`src/rtl/range_window_detector_if.sv`:
```
// Sample/threshold inputs and debounced zone outputs of the range window detector.
// sample_valid qualifies sample_data for exactly one cycle; there is no backpressure.
interface range_window_detector_if #(
    parameter int SAMPLE_W = 12
);
    logic [7:0]          range1;
    logic [7:0]          range2;
    logic                sample_valid;
    logic [SAMPLE_W-1:0] sample_data;
    logic                clr_count;
    logic [1:0]          zone;
    logic                zone_change;
    logic                alarm;
    logic [15:0]         event_count;
    logic [1:0]          dbg_candidate;
    logic [3:0]          dbg_run_count;

    modport master (
        output range1, range2, sample_valid, sample_data, clr_count,
        input  zone, zone_change, alarm, event_count, dbg_candidate, dbg_run_count
    );

    modport slave (
        input  range1, range2, sample_valid, sample_data, clr_count,
        output zone, zone_change, alarm, event_count, dbg_candidate, dbg_run_count
    );
endinterface

```
`src/rtl/range_window_detector.sv`:
```
// Debounced classification of ADC samples into BELOW / INSIDE / ABOVE a programmable
// window, with a registered alarm and a saturating count of zone transitions.
module range_window_detector #(
    parameter int SAMPLE_W = 12,
    parameter int DEBOUNCE = 4
) (
    input  logic                    clk,
    input  logic                    reset,
    range_window_detector_if.slave  bus
);
    typedef enum logic [1:0] {
        ZONE_UNKNOWN = 2'b00,
        ZONE_BELOW   = 2'b01,
        ZONE_INSIDE  = 2'b10,
        ZONE_ABOVE   = 2'b11
    } zone_t;

    localparam logic [3:0] DEB = 4'(DEBOUNCE);

    zone_t       r_zone;
    zone_t       w_zone_next;
    zone_t       r_cand;
    zone_t       w_cand_next;
    zone_t       w_raw;
    logic [3:0]  r_run;
    logic [3:0]  w_run_next;
    logic        w_update;
    logic        r_zone_change;
    logic        r_alarm;
    logic [15:0] r_event_count;
    logic [15:0] w_count_next;
    logic [7:0]  w_s8;
    logic [7:0]  w_lo;
    logic [7:0]  w_hi;

    // Only the top byte of the conversion is compared against the thresholds.
    assign w_s8 = bus.sample_data[SAMPLE_W-1 -: 8];
    assign w_lo = (bus.range1 < bus.range2) ? bus.range1 : bus.range2;
    assign w_hi = (bus.range1 < bus.range2) ? bus.range2 : bus.range1;

    always_comb begin
        w_raw = ZONE_INSIDE;
        if (w_s8 < w_lo) begin
            w_raw = ZONE_BELOW;
        end else if (w_s8 > w_hi) begin
            w_raw = ZONE_ABOVE;
        end
    end

    always_comb begin
        w_cand_next  = r_cand;
        w_run_next   = r_run;
        w_zone_next  = r_zone;
        w_update     = 1'b0;
        w_count_next = r_event_count;
        if (bus.sample_valid) begin
            if (w_raw != r_cand) begin
                w_cand_next = w_raw;
                w_run_next  = 4'd1;
            end else if (r_run < DEB) begin
                w_run_next = r_run + 4'd1;
            end
            // A run that lands back on the current zone simply re-arms the candidate.
            if (w_run_next == DEB && w_cand_next != r_zone) begin
                w_zone_next = w_cand_next;
                w_update    = 1'b1;
            end
        end
        if (bus.clr_count) begin
            w_count_next = 16'd0;
        end else if (w_update && r_zone != ZONE_UNKNOWN && r_event_count != 16'hFFFF) begin
            w_count_next = r_event_count + 16'd1;
        end
    end

    always_ff @(posedge clk) begin
        if (reset) begin
            r_zone        <= ZONE_UNKNOWN;
            r_cand        <= ZONE_UNKNOWN;
            r_run         <= 4'd0;
            r_zone_change <= 1'b0;
            r_alarm       <= 1'b0;
            r_event_count <= 16'd0;
        end else begin
            r_zone        <= w_zone_next;
            r_cand        <= w_cand_next;
            r_run         <= w_run_next;
            r_zone_change <= w_update;
            r_alarm       <= (w_zone_next == ZONE_BELOW) || (w_zone_next == ZONE_ABOVE);
            r_event_count <= w_count_next;
        end
    end

    assign bus.zone          = r_zone;
    assign bus.zone_change   = r_zone_change;
    assign bus.alarm         = r_alarm;
    assign bus.event_count   = r_event_count;
    assign bus.dbg_candidate = r_cand;
    assign bus.dbg_run_count = r_run;
endmodule

```
`src/flat_wrapper.sv`:
```
// flat-port wrapper written by rule: the top's interface ports become plain ports
module range_window_detector_flat 
#(
    parameter int SAMPLE_W = 12,
    parameter int DEBOUNCE = 4
)
  (clk, reset, bus_range1, bus_range2, bus_sample_valid, bus_sample_data, bus_clr_count, bus_zone, bus_zone_change, bus_alarm, bus_event_count, bus_dbg_candidate, bus_dbg_run_count);
  range_window_detector_if #(.SAMPLE_W(SAMPLE_W)) bus_i ();
  input  logic clk;
  input  logic reset;
  input wire logic [$bits(bus_i.range1)-1:0] bus_range1;
  input wire logic [$bits(bus_i.range2)-1:0] bus_range2;
  input wire logic [$bits(bus_i.sample_valid)-1:0] bus_sample_valid;
  input wire logic [$bits(bus_i.sample_data)-1:0] bus_sample_data;
  input wire logic [$bits(bus_i.clr_count)-1:0] bus_clr_count;
  output wire logic [$bits(bus_i.zone)-1:0] bus_zone;
  output wire logic [$bits(bus_i.zone_change)-1:0] bus_zone_change;
  output wire logic [$bits(bus_i.alarm)-1:0] bus_alarm;
  output wire logic [$bits(bus_i.event_count)-1:0] bus_event_count;
  output wire logic [$bits(bus_i.dbg_candidate)-1:0] bus_dbg_candidate;
  output wire logic [$bits(bus_i.dbg_run_count)-1:0] bus_dbg_run_count;
  assign bus_i.range1 = bus_range1;
  assign bus_i.range2 = bus_range2;
  assign bus_i.sample_valid = bus_sample_valid;
  assign bus_i.sample_data = bus_sample_data;
  assign bus_i.clr_count = bus_clr_count;
  assign bus_zone = bus_i.zone;
  assign bus_zone_change = bus_i.zone_change;
  assign bus_alarm = bus_i.alarm;
  assign bus_event_count = bus_i.event_count;
  assign bus_dbg_candidate = bus_i.dbg_candidate;
  assign bus_dbg_run_count = bus_i.dbg_run_count;
  range_window_detector #(.SAMPLE_W(SAMPLE_W), .DEBOUNCE(DEBOUNCE)) u_core (.clk(clk), .reset(reset), .bus(bus_i));
endmodule
```
`config.mk`:
```
export PLATFORM = sky130hd
export DESIGN_NAME = range_window_detector_flat
export DESIGN_NICKNAME = d
export VERILOG_FILES = /design/src/rtl/range_window_detector_if.sv /design/src/rtl/range_window_detector.sv /design/src/flat_wrapper.sv
export SDC_FILE = /design/constraint.sdc
export NUM_CORES = 1
export LEC_CHECK = 0
export CAP_MARGIN = 10
export CORE_ASPECT_RATIO = 0.5
export CORE_UTILIZATION = 48
export CTS_BUF_LIST = sky130_fd_sc_hd__clkbuf_16
export CTS_CLUSTER_DIAMETER = 30
export DETAILED_ROUTE_END_ITERATION = 8
export PLACE_DENSITY_LB_ADDON = 0.2
export SKIP_LAST_GASP = 1
export SLEW_MARGIN = 0
export SYNTH_ARGS = -nofsm -noshare
export SYNTH_HDL_FRONTEND = slang
export SYNTH_SLANG_ARGS = --single-unit
```
`constraint.sdc`:
```
create_clock -name clk -period 4.94 [get_ports clk]
set_clock_uncertainty 0.1 [all_clocks]
set_input_delay 0.741 -clock clk [delete_from_list [all_inputs] [get_ports clk]]
set_output_delay 0.741 -clock clk [all_outputs]
set_load 0.03 [all_outputs]
```
# Word-level counts from Yosys, hierarchy flattened
# Cells that the tools add are included.
[totals]
in_bits = 32
ff_bits = 26
[classes]
muxes = 13
n_eq_ne = 6
order_cmp = 4
reduce_logical = 6
n_addsub = 2
[ops]
columns = ["cell", "count"]
rows = [
  ["adder 16 x 1 -> 16 bit (second input constant)", 1],
  ["< comparator 8 bit", 2],
  ["two-way mux 8 bit", 2],
  ["inequality test 16 bit (second input constant)", 1],
  ["two-way mux 4 bit", 3],
  ["two-way mux 2 bit", 5],
  ["greater-than comparator 8 bit", 1],
  ["adder 4 x 1 -> 4 bit (second input constant)", 1],
  ["== test 4 x 3 -> 1 bit (second input constant)", 1],
  ["< comparator 4 x 3 -> 1 bit (second input constant)", 1],
  ["inequality test 2 bit", 2],
  ["logical AND 1 bit", 3],
  ["two-way mux 1 bit", 3],
  ["== test 2 x 1 -> 1 bit (second input constant)", 1],
  ["== test 2 bit (second input constant)", 1],
  ["nonzero test 2 bit", 1],
  ["OR reduction 2 bit", 1],
  ["logical OR 1 bit", 1],
]

# Longest topological paths before layout
# Gate-level depths: netlist of the first run.
[depth]
depth_word = 14
ltp_mapped = 20
ltp_nobuf = 16

# Least setup slack after synthesis of the first run
# OpenSTA, ideal clock, no wires.
[synth_timing]
path_type = "input-to-reg"
from = "input port bus_range2[1]"
to = "register u_core.r_event_count[2] (netlist: u_core.bus.event_count[2])"
t_arrival_ns = 4.015
required_ns = 4.714
stages = 16
path_slack_ns = 0.699
setup_time_ns = 0.126
path_buffers = 3
cell_sequence = "inv_1 -> ha_1 -> a2111oi_2 -> o31a_1 -> buf_6 -> clkbuf_1 -> mux2i_1 -> ha_1 -> a21oi_1 -> o21ai_0 -> o22ai_1 -> mux2_2 -> a32oi_2 -> buf_6 -> xor2_1 -> nor2_1"
[synth_via]
elab_chain_len = 14
elab_cells_between_ends = 19
[synth_rtl]
columns = ["item", "line", "source"]
rows = [
  ["from (decl)", "flat_wrapper.sv:12", "input wire logic [$bits(bus_i.range2)-1:0] bus_range2;"],
  ["< comparator 8 bit", "range_window_detector.sv:38, range_window_detector.sv:39", ""],
  ["two-way mux 8 bit", "range_window_detector.sv:39", "assign w_hi = (bus.range1 < bus.range2) ? bus.range2 : bus.range1;"],
  ["greater-than comparator 8 bit", "range_window_detector.sv:45", "end else if (w_s8 > w_hi) begin"],
  ["two-way mux 1 bit", "range_window_detector.sv:45", ""],
  ["two-way mux 2 bit (*)", "range_window_detector.sv:43", "if (w_s8 < w_lo) begin"],
  ["inequality test 2 bit", "range_window_detector.sv:57", "if (w_raw != r_cand) begin"],
  ["two-way mux 4 bit or two-way mux 2 bit (tied branches)", "range_window_detector.sv:57", ""],
  ["two-way mux 4 bit or two-way mux 2 bit (tied branches)", "range_window_detector.sv:56", "if (bus.sample_valid) begin"],
  ["== test 4 x 3 -> 1 bit or inequality test 2 bit (tied branches)", "range_window_detector.sv:64", "if (w_run_next == DEB && w_cand_next != r_zone) begin"],
  ["logical AND 1 bit (*)", "range_window_detector.sv:64", ""],
  ["two-way mux 1 bit (*)", "range_window_detector.sv:64", ""],
  ["two-way mux 1 bit (*)", "range_window_detector.sv:56", ""],
  ["logical AND 1 bit (*) (2 in a row)", "range_window_detector.sv:71", "end else if (w_update && r_zone != ZONE_UNKNOWN && r_event_count != 16'hFFFF) begin"],
  ["to (signal assigned)", "range_window_detector.sv:90", "r_event_count <= w_count_next;"],
  ["to (decl)", "range_window_detector.sv:30", "logic [15:0] r_event_count;"],
]
# Mark *: on every way between the ends. The rest lies on a longest branch, timed or not. The select of a mux whose other input is x is not followed.
# A chain may end at the register's enable or synchronous reset.

# Final worst setup path of the first run
[layout_timing]
from = "input port bus_range2[5]"
to = "register u_core.r_event_count[8] (netlist: u_core.bus.event_count[8])"
# Same word-level chain as after synthesis.

==> results of run 1 <==
-- power by group through the flow --
stage / logic, mW / clock network (mW) / registers, mW
after floorplan: 0.114 / 0 / 0.229
after global placement: 0.176 / 0 / 0.223
after detailed placement: 0.181 / 0 / 0.223
after CTS: 0.182 / 0.183 / 0.218
after global routing: 0.204 / 0.193 / 0.219
final: 0.182 / 0.181 / 0.218
-- flip-flops by register name, summed over array words and instances (netlist names) --
register	flops
u_core.bus.zone_change	1
u_core.bus.zone	2
u_core.bus.dbg_run_count	4
u_core.bus.event_count	16
u_core.bus.dbg_candidate	2
u_core.bus.alarm	1
-- tightest hold or removal path: stages (launching register included) --
cell and delay, ns:
dfxtp_1 0.33, nand2_1 0.06, mux2i_1 0.05
-- placed cells by master, fill, tap and decap left out, types with 3 or more instances in the layout --
| cell | Yosys | layout |
|---|---|---|
| nand3_1 | 8 | 8 |
| nand4_1 | 7 | 7 |
| o21ai_0 | 12 | 12 |
| ha_1 | 24 | 24 |
| nor3_1 | 9 | 9 |
| clkbuf_16 | 0 | 3 |
| or4_1 | 8 | 8 |
| clkdlybuf4s50_1 | 0 | 53 |
| o211ai_1 | 7 | 7 |
| nor3b_1 | 3 | 3 |
| a31oi_1 | 4 | 4 |
| buf_4 | 1 | 7 |
| mux2_2 | 3 | 3 |
| mux2i_1 | 12 | 12 |
| dfxtp_1 | 26 | 26 |
| inv_1 | 16 | 16 |
| or3_1 | 5 | 5 |
| nor2_1 | 29 | 29 |
| nand2_1 | 23 | 23 |
| a21oi_1 | 27 | 27 |
-- kinds of logic (layout without fill, tap and decap cells) --
| logic type | Yosys count | after routing | synth area share, % |
|---|---|---|---|
| AO/OA/AOI/OAI | 61 | 61 | 18.6 |
| AND/OR/NAND/NOR | 106 | 106 | 26.4 |
| multiplexers | 16 | 16 | 8.56 |
| XOR/XNOR | 2 | 2 | 0.850 |
| buffers and inverters | 25 | 80 | 5.83 |
| flip-flops | 26 | 26 | 25.3 |
| adder cells (fa/ha/maj) | 24 | 24 | 14.6 |
-- synthesized netlist by cell type, types with 3 or more instances --
library cell  number  area [um2]
dfxtp_1           26         521
a21oi_1           27         135
buf_6              3        33.8
mux2_2             3        33.8
mux2i_1           12         120
nor3_1             9        45.0
nand3_1            8        40.0
ha_1              24         300
inv_1             16        60.1
a31oi_1            4        25.0
nor3b_1            3        22.5
clkbuf_1           5        18.8
o211ai_1           7        52.6
nor2_1            29         109
nand4_1            7        43.8
nand2_1           23        86.3
or3_1              5        31.3
or4_1              8        60.1
o21ai_0           12        60.1
-- layout make-up --
type / instances / share of cell area [%]
multi-input cells: 209 / 52.0
inverters: 16 / 2.20
clock inverters: 1 / 0.137
clock buffers: 3 / 2.75
repair buffers: 60 / 21.4
flip-flops and latches: 26 / 19.1
well taps: 54 / 2.47
-- metal layers --
metal	share of wire, %	up-vias	GRT usage [%]
met5	0	-	0
met4	0.77	0	4.04
met3	4.7	6	3.30
met2	47	49	39.7
met1	48	958	26.4
li1	-	1070	-
-- final timing paths --
kind         cells after the start                        end                         from
max                             18  u_core.bus.event_count[8]                bus_range2[5]
min                              2  u_core.bus.event_count[7]    u_core.bus.event_count[7]
max reg2reg                     10  u_core.bus.event_count[8]  u_core.bus.dbg_run_count[0]
min reg2reg                      2  u_core.bus.event_count[7]    u_core.bus.event_count[7]
==> impl_metrics.env, run 1 <==
export IMPL_synth_main_ff_cell="dfxtp_1"
export IMPL_holdWs_ns=0.392
export IMPL_start_util_pct=51.5
export IMPL_dp_slack_ns=0.243
export IMPL_p_leak_nw=1.06
export IMPL_register_area_um2=520
export IMPL_postLayoutCoreUtil_pct=68.2
export IMPL_rows=16
export IMPL_min_period_ns=4.41
export IMPL_r2r_setup_slack_ns=2.17
export IMPL_vias_per_cell=5.64
export IMPL_arrival_ns=4.50
export IMPL_fin_ws_ns=0.533
export IMPL_crit_slowest_cell="clkdlybuf4s50_1"
export IMPL_dieArea_um2=4570
export IMPL_ant_nets=0
export IMPL_finalHoldViolations=0
export IMPL_grt_pass1_wl_mm=8.14
export IMPL_synthesis_area_um2=2060
export IMPL_switching_share_pct=29.6
export IMPL_synth_seq_cells=26
export IMPL_worst_pin_slew_ns=0.666
export IMPL_first_pass_iters=4
export IMPL_path_max_fanout=12
export IMPL_remaining_drc_errors=0
export IMPL_grt_pass1_vias=1946
export IMPL_nets=372
export IMPL_multi_input_area_um2=1420
export IMPL_wl_mm=4.79
export IMPL_seq_power_share_pct=37.6
export IMPL_wl_per_cell_um=13.0
export IMPL_drtIter0Drc=100
export IMPL_cts_tree="done"
export IMPL_dpl_cell_count=365
export IMPL_power_switching_uw=172
export IMPL_htreeDepth=1
export IMPL_setup_viol=0
export IMPL_finalCritPeriodShare_pct=89.2
export IMPL_gp_congestion=0.805
export IMPL_yosysWarnings=0
export IMPL_placed_cell_area_um2=2650
export IMPL_clockRootBuffer="clkbuf_16"
export IMPL_crit_path_cell_trace="clkdlybuf4s50_1 -> inv_1 -> ha_1 -> nand4_1 -> o31a_1 -> buf_4 -> nor2_1 -> a21oi_1 -> ha_1 -> nor4b_1 -> o21ai_0 -> a31oi_1 -> mux2i_4 -> nor2_1 -> a32oi_2 -> buf_4 -> or4_1 -> a21oi_1"
export IMPL_status="complete, no violations"
export IMPL_relSlewSlack_pct=55.4
export IMPL_cts_resized=0
export IMPL_antenna_diode_count=0
export IMPL_io_buffers=53
export IMPL_avgSynthCellArea_um2=7.93
export IMPL_synthesis_nets=316
export IMPL_n_fill_cell=341
export IMPL_post_cts_buffers=0
export IMPL_comb_power_share_pct=31.3
export IMPL_crit_family="simple AND/OR/NAND/NOR gates"
export IMPL_synth_edf_count=0
export IMPL_synth_cells=260
export IMPL_track_usage_pct=21.5
export IMPL_area_growth_syn_to_layout_pct=32.5
export IMPL_io_pins=58
export IMPL_max_freq_ghz=0.227
export IMPL_numClockSinks=26
export IMPL_clockBufferDepth=2
export IMPL_grt_max_degree=15
export IMPL_ys_async_sr_fraction_pct=0
export IMPL_grt_remaining_overflow=0
export IMPL_die_x_um=94.7
export IMPL_start_kind="input pin"
export IMPL_hold_path_class="flop to flop"
export IMPL_core_area_um2=4000
export IMPL_final_cells=369
export IMPL_cts_hold_buf=0
export IMPL_antenna_found_initial=0
export IMPL_p_int_uw=409
export IMPL_cpPeakStageDelay_ns=0.50
export IMPL_clk_insertion_delay_late_ns=0.26
export IMPL_vias=2083
export IMPL_p_per_area_nw_per_um2=213
export IMPL_worstSetupPathType="input pin to flop"
export IMPL_peakVddDrop_uv=145
export IMPL_finalPower_uw=581
export IMPL_yosysUniqueCellTypes=42
export IMPL_clkPwrFrac_pct=31.2
export IMPL_clk_pin_slew_ns=0.06
export IMPL_numCtsBuffers=3
export IMPL_synth_seq_area_share_pct=25.3
export IMPL_maxCapViolCount=0
export IMPL_hpwl_mm=3.73
export IMPL_die_y_um=48.3
export IMPL_fin_tns_setup_ns=0
export IMPL_stdcell_area_um2=2730
export IMPL_drive_above_1_share_pct=6.03
export IMPL_path_buf_inv=4
export IMPL_cp_data_required_time_ns=5.03
export IMPL_critPathCaptureType="flop"
export IMPL_slew_viol_final=0
export IMPL_rsz0062_at_grt="false"
Power figures use the tool's default switching activity.
==> inputs of run 2 (changes only) <==
--- a/config.mk
+++ b/config.mk
@@ -5,9 +5,10 @@
 export SDC_FILE = /design/constraint.sdc
 export NUM_CORES = 1
 export LEC_CHECK = 0
+export ABC_AREA = 1
 export CAP_MARGIN = 10
 export CORE_ASPECT_RATIO = 0.5
-export CORE_UTILIZATION = 48
+export CORE_UTILIZATION = 49
 export CTS_BUF_LIST = sky130_fd_sc_hd__clkbuf_16
 export CTS_CLUSTER_DIAMETER = 30
 export DETAILED_ROUTE_END_ITERATION = 8
==> impl_metrics.env, run 2 <==
export IMPL_rsz0062_at_grt="false"
export IMPL_track_usage_pct=22.6
export IMPL_min_period_ns=4.53
export IMPL_area_growth_syn_to_layout_pct=30.2
export IMPL_antenna_found_initial=0
export IMPL_crit_slowest_cell="clkdlybuf4s50_1"
export IMPL_path_buf_inv=3
export IMPL_die_y_um=49.0
export IMPL_grt_max_degree=32
export IMPL_status="complete, no violations"
export IMPL_r2r_setup_slack_ns=1.96
export IMPL_post_cts_buffers=0
export IMPL_die_x_um=96.0
export IMPL_synthesis_nets=370
export IMPL_synth_common_cells="nand2_1 (63), a21oi_1 (37), inv_1 (36)"
export IMPL_antenna_diode_count=0
export IMPL_synth_edf_count=0
export IMPL_critPathCaptureType="flop"
export IMPL_fin_ws_ns=0.405
export IMPL_cts_hold_buf=0
export IMPL_fin_tns_setup_ns=0
export IMPL_r2r_end="u_core.bus.event_count[15]"
export IMPL_synth_cells=314
export IMPL_finalCritPeriodShare_pct=91.8
export IMPL_synth_seq_area_share_pct=24.0
export IMPL_synth_seq_cells=26
export IMPL_core_area_um2=4060
export IMPL_maxCapViolCount=0
export IMPL_arrival_ns=4.56
export IMPL_synth_top_cell_by_area="dfxtp_1"
export IMPL_vias=2234
export IMPL_relSlewSlack_pct=53.1
export IMPL_grt_remaining_overflow=0
export IMPL_synth_main_ff_cell="dfxtp_1"
export IMPL_avgSynthCellArea_um2=6.90
export IMPL_gp_congestion=0.895
export IMPL_min_to="u_core.bus.event_count[6]"
export IMPL_critPathMostFrequentCell="a21oi_1"
export IMPL_p_leak_nw=1.17
export IMPL_cp_data_required_time_ns=4.96
export IMPL_hpwl_mm=3.90
export IMPL_clk_insertion_delay_late_ns=0.26
export IMPL_remaining_drc_errors=0
export IMPL_io_pins=58
export IMPL_dieArea_um2=4710
export IMPL_r2r_start="u_core.bus.event_count[0]"
export IMPL_first_pass_iters=5
export IMPL_drive_above_1_share_pct=6.35
export IMPL_cts_tree="done"
export IMPL_mostFrequentLayoutCell="nand2_1"
export IMPL_hp_start="u_core.bus.event_count[6]"
export IMPL_clockBufferDepth=2
export IMPL_peakVddDrop_uv=157
export IMPL_cts_resized=0
export IMPL_yosysMostFrequentCell="nand2_1"
export IMPL_largest_register_ffs=16
export IMPL_numCtsBuffers=3
export IMPL_start_util_pct=53.3
export IMPL_slew_viol_final=0
export IMPL_finalHoldViolations=0
export IMPL_yosys_top_cells_area="dfxtp_1 (24%), ha_1 (14%), nand2_1 (11%)"
export IMPL_start_kind="input pin"
export IMPL_crit_path_cell_trace="clkdlybuf4s50_1 -> inv_1 -> ha_1 -> nand2_1 -> inv_1 -> nor2_1 -> o21a_1 -> nand2_2 -> nor2_1 -> a21oi_1 -> ha_1 -> a21oi_1 -> o21a_1 -> o221ai_1 -> o21ai_1 -> nand3_1 -> nand2_2 -> nand4_4 -> nor2_8 -> nand3_4 -> nand2_1 -> a21oi_1"
export IMPL_dp_slack_ns=0.201
export IMPL_vias_per_cell=5.37
export IMPL_max_freq_ghz=0.221
export IMPL_nets=419
export IMPL_setup_viol=0
export IMPL_path_max_fanout=31
export IMPL_io_buffers=53
export IMPL_wl_mm=5.22
export IMPL_grt_pass1_wl_mm=8.51
export IMPL_holdPathStages=2
export IMPL_numClockSinks=26
export IMPL_grt_pass1_vias=2006
export IMPL_worst_pin_slew_ns=0.701
export IMPL_yosysUniqueCellTypes=31
export IMPL_cpPeakStageDelay_ns=0.45
export IMPL_rows=16
export IMPL_ys_async_sr_fraction_pct=0
export IMPL_yosysWarnings=0
export IMPL_synthDominantCellAreaShare_pct=24.0
export IMPL_p_per_area_nw_per_um2=222
export IMPL_final_cell_mix="nand2_1 (63), clkdlybuf4s50_1 (53), a21oi_1 (37), inv_1 (36), dfxtp_1 (26)"
export IMPL_hold_path_class="flop to flop"
export IMPL_clockRootBuffer="clkbuf_16"
export IMPL_clk_pin_slew_ns=0.06
export IMPL_worstSetupPathType="input pin to flop"
export IMPL_crit_family="simple AND/OR/NAND/NOR gates"
export IMPL_ant_nets=0
export IMPL_synthesis_area_um2=2170
export IMPL_wl_per_cell_um=12.6
export IMPL_htreeDepth=1
export IMPL_drtIter0Drc=84
export IMPL_rr_worst_depth=7
run 2: worst register-to-register path: stages, from the launching register on:
cell and delay, ns:
dfxtp_1 0.42, ha_1 0.28, nand3_1 0.18, nor4_1 0.43
nand4_1 0.66, nand3_4 0.49, nand2_1 0.14, a21oi_1 0.19
run 2: worst max-delay path by stage:
stage                       start                    endpoint  slack [ns]  cells past startpoint
floorplan           bus_range2[7]  u_core.bus.event_count[13]        1.17                     21
global placement    bus_range2[5]   u_core.bus.event_count[5]        0.32                     20
detailed placement  bus_range2[7]  u_core.bus.event_count[12]        0.20                     22
CTS                 bus_range2[7]  u_core.bus.event_count[15]        0.41                     22
global route        bus_range2[5]  u_core.bus.event_count[15]        0.05                     20
finish              bus_range2[7]  u_core.bus.event_count[15]        0.41                     22
run 2: stage by stage:
step	utilization, %	instance area [um2]	power (mW)	hold WS, ns	std cells
after floorplan	-	2170	0.338	0.496	314
after global placement	66.8	2720	0.383	0.367	412
after detailed placement	66.8	2720	0.392	0.376	412
final	69.4	2820	0.626	0.386	416
after global routing	69.4	2820	0.663	0.416	416
after CTS	69.4	2820	0.630	0.388	416
run 2: cell type report:
class / count / area, um2
well taps: 54 / 67.6
clock inverters: 1 / 30.0
clock buffers: 3 / 75.1
multi-input cells: 238 / 1440
repair buffers: 53 / 531
inverters: 41 / 154
flip-flops and latches: 26 / 520
fillers: 337 / 1240
run 2: kinds of logic after synthesis:
| group | synth area share (%) |
|---|---|
| AO/OA/AOI/OAI | 14.6 |
| XOR/XNOR | 6.07 |
| adder cells (fa/ha/maj) | 13.9 |
| buffers and inverters | 9.36 |
| flip-flops | 24.0 |
| AND/OR/NAND/NOR | 32.1 |
run 2: layer usage:
metal | up-vias | global-route usage, % | wire, um
met2 | 71 | 41.5 | 2520
met4 | 0 | 7.21 | 78
met3 | 10 | 4.98 | 268
met1 | 996 | 25.8 | 2350
met5 | - | 0 | 0
li1 | 1157 | - | -
run 2: where the power goes:
| part | switching [mW] | internal [mW] | total (mW) |
|---|---|---|---|
| registers | 0.00274 | 0.213 | 0.216 |
| logic | 0.0986 | 0.0737 | 0.172 |
| clock network | 0.0764 | 0.161 | 0.238 |
==> inputs of run 3 (changes only) <==
--- a/config.mk
+++ b/config.mk
@@ -8,7 +8,7 @@
 export ABC_AREA = 1
 export CAP_MARGIN = 10
 export CORE_ASPECT_RATIO = 0.5
-export CORE_UTILIZATION = 49
+export CORE_UTILIZATION = 44
 export CTS_BUF_LIST = sky130_fd_sc_hd__clkbuf_16
 export CTS_CLUSTER_DIAMETER = 30
 export DETAILED_ROUTE_END_ITERATION = 8
==> constraint.sdc (replaced) <==
create_clock -name clk -period 3.7 [get_ports clk]
set_clock_uncertainty 0.1 [all_clocks]
set_input_delay 0.555 -clock clk [delete_from_list [all_inputs] [get_ports clk]]
set_output_delay 0.555 -clock clk [all_outputs]
set_load 0.03 [all_outputs]
==> impl_metrics.env, run 3 (same netlist as run 2, synthesis figures left out) <==
export IMPL_status="complete, no violations"
export IMPL_io_buffers=53
export IMPL_numClockSinks=26
export IMPL_clk_pin_slew_ns=0.07
export IMPL_peakVddDrop_uv=244
export IMPL_antenna_found_initial=0
export IMPL_r2r_setup_slack_ns=1.42
export IMPL_grt_max_degree=19
export IMPL_worst_pin_slew_ns=0.784
export IMPL_r2r_end="u_core.bus.event_count[5]"
export IMPL_fin_tns_setup_ns=0
export IMPL_crit_path_cell_trace="dlygate4sd2_1 -> inv_2 -> ha_4 -> a21oi_2 -> o21a_1 -> nand2_4 -> buf_12 -> nor2_4 -> a21oi_2 -> ha_1 -> a21oi_2 -> o21a_1 -> o221ai_4 -> o21ai_4 -> a21oi_2 -> nand2_1 -> o21ai_1 -> nand2_1 -> inv_2 -> nor2_8 -> buf_6 -> nand4_1 -> a21oi_1"
export IMPL_vias=2515
export IMPL_drive_above_1_share_pct=26.1
export IMPL_clockBufferDepth=2
export IMPL_remaining_drc_errors=0
export IMPL_max_freq_ghz=0.280
export IMPL_slew_viol_final=0
export IMPL_hold_path_class="flop to flop"
export IMPL_p_per_area_nw_per_um2=282
export IMPL_start_util_pct=47.6
export IMPL_arrival_ns=3.66
export IMPL_gp_congestion=0.891
export IMPL_ant_nets=0
export IMPL_path_max_fanout=7
export IMPL_setup_viol=0
export IMPL_die_x_um=101
export IMPL_crit_slowest_cell="ha_1"
export IMPL_grt_pass1_wl_mm=9.63
export IMPL_rows=17
export IMPL_start_kind="input pin"
export IMPL_die_y_um=51.6
export IMPL_r2r_start="u_core.bus.event_count[0]"
export IMPL_maxCapViolCount=0
export IMPL_vias_per_cell=5.33
export IMPL_grt_pass1_vias=2315
export IMPL_drtIter0Drc=130
export IMPL_track_usage_pct=22.9
export IMPL_placed_cell_area_um2=2950
export IMPL_fin_ws_ns=0.128
export IMPL_relSlewSlack_pct=47.6
export IMPL_dieArea_um2=5220
export IMPL_htreeDepth=1
export IMPL_clk_insertion_delay_late_ns=0.26
export IMPL_nets=463
export IMPL_n_fill_cell=311
export IMPL_critPathMostFrequentCell="a21oi_2"
export IMPL_core_area_um2=4550
export IMPL_min_period_ns=3.57
export IMPL_wl_mm=6.63
export IMPL_min_to="u_core.bus.event_count[6]"
export IMPL_holdPathStages=2
export IMPL_antenna_diode_count=0
export IMPL_cpPeakStageDelay_ns=0.33
export IMPL_holdWs_ns=0.388
export IMPL_largest_register_ffs=16
export IMPL_cts_tree="done"
export IMPL_hp_start="u_core.bus.event_count[6]"
export IMPL_dp_slack_ns=-0.456
export IMPL_cp_data_required_time_ns=3.79
export IMPL_grt_remaining_overflow=0
export IMPL_finalHoldViolations=0
export IMPL_clockRootBuffer="clkbuf_16"
export IMPL_numCtsBuffers=3
export IMPL_stdcell_area_um2=3390
export IMPL_area_growth_syn_to_layout_pct=56.7
export IMPL_postLayoutCoreUtil_pct=74.5
export IMPL_mostFrequentLayoutCell="nand2_1"
export IMPL_wl_per_cell_um=14.0
export IMPL_worstSetupPathType="input pin to flop"
export IMPL_final_cell_mix="nand2_1 (56), clkdlybuf4s50_1 (37), buf_4 (35), inv_1 (28), a21oi_1 (28)"
export IMPL_p_leak_nw=1.43
export IMPL_hpwl_mm=4.10
export IMPL_cts_hold_buf=0
export IMPL_critPathCaptureType="flop"
export IMPL_finalCritPeriodShare_pct=96.5
export IMPL_rr_worst_depth=8
export IMPL_io_pins=58
export IMPL_first_pass_iters=4
run 3: cell count changes in the layout (fill, tap and decap cells not counted), sizes merged:
cell	before	now
clkbuf	3	6
nand3	11	14
dlygate4sd2	0	8
dlymetal6s2s	0	3
clkdlybuf4s50	53	37
clkdlybuf4s15	0	3
buf	0	40
run 3: area by class of cell:
cell class                 count  area, um2  area share (%)
sequential                    26        520            15.3
clock buffer                   3       75.1            2.21
inverter                      41        154            4.54
timing repair buffer          94        865            25.5
clock inverter                 1       30.0           0.885
tap                           66       82.6            2.43
multi-input combinational    241       1670            49.1
run 3: per-stage QoR:
stage,total power [mW],cells
finish,0.958,472
global route,0.999,472
CTS,0.898,466
detailed placement,0.559,451
global placement,0.549,451
floorplan,0.452,314
run 3: repair_timing:
item	in CTS	in global routing
pin swaps	33	27
hold endpoints to repair	0	0
gates resized for setup	39	35
gates cloned	4	1
endpoints found under the setup margin	19	19
buffers inserted	7	5
run 3: worst max-delay path by stage:
stage                        startpoint                         end  slack, ns  cells after the start
after global routing      bus_range1[6]  u_core.bus.event_count[14]       -0.1                     24
after CTS                 bus_range1[4]  u_core.bus.event_count[14]      0.009                     22
final                     bus_range2[5]   u_core.bus.event_count[9]       0.13                     23
after floorplan           bus_range2[7]  u_core.bus.event_count[13]       0.11                     21
after detailed placement  bus_range2[7]  u_core.bus.event_count[12]      -0.46                     23
after global placement    bus_range2[7]   u_core.bus.event_count[3]      -0.39                     23
run 3: routing by layer:
metal / track usage [%] / vias to the layer above / wire length, um
met4: 2.90 / 0 / 22
met2: 45.5 / 78 / 3330
met1: 26.4 / 1180 / 2980
li1: - / 1253 / -
met3: 4.03 / 4 / 289
met5: 0 / - / 0
run 3: power breakdown:
group,internal (mW),switching [mW]
Combinational,0.170,0.182
Sequential,0.284,0.00409
Clock,0.215,0.103
run 3: critical path: cells and delay by family:
kind	cells	cell delay [ns]
buf+inv	5	0.70
simple gates	6	0.61
fa+ha+maj	2	0.53
compound gates	10	1.26
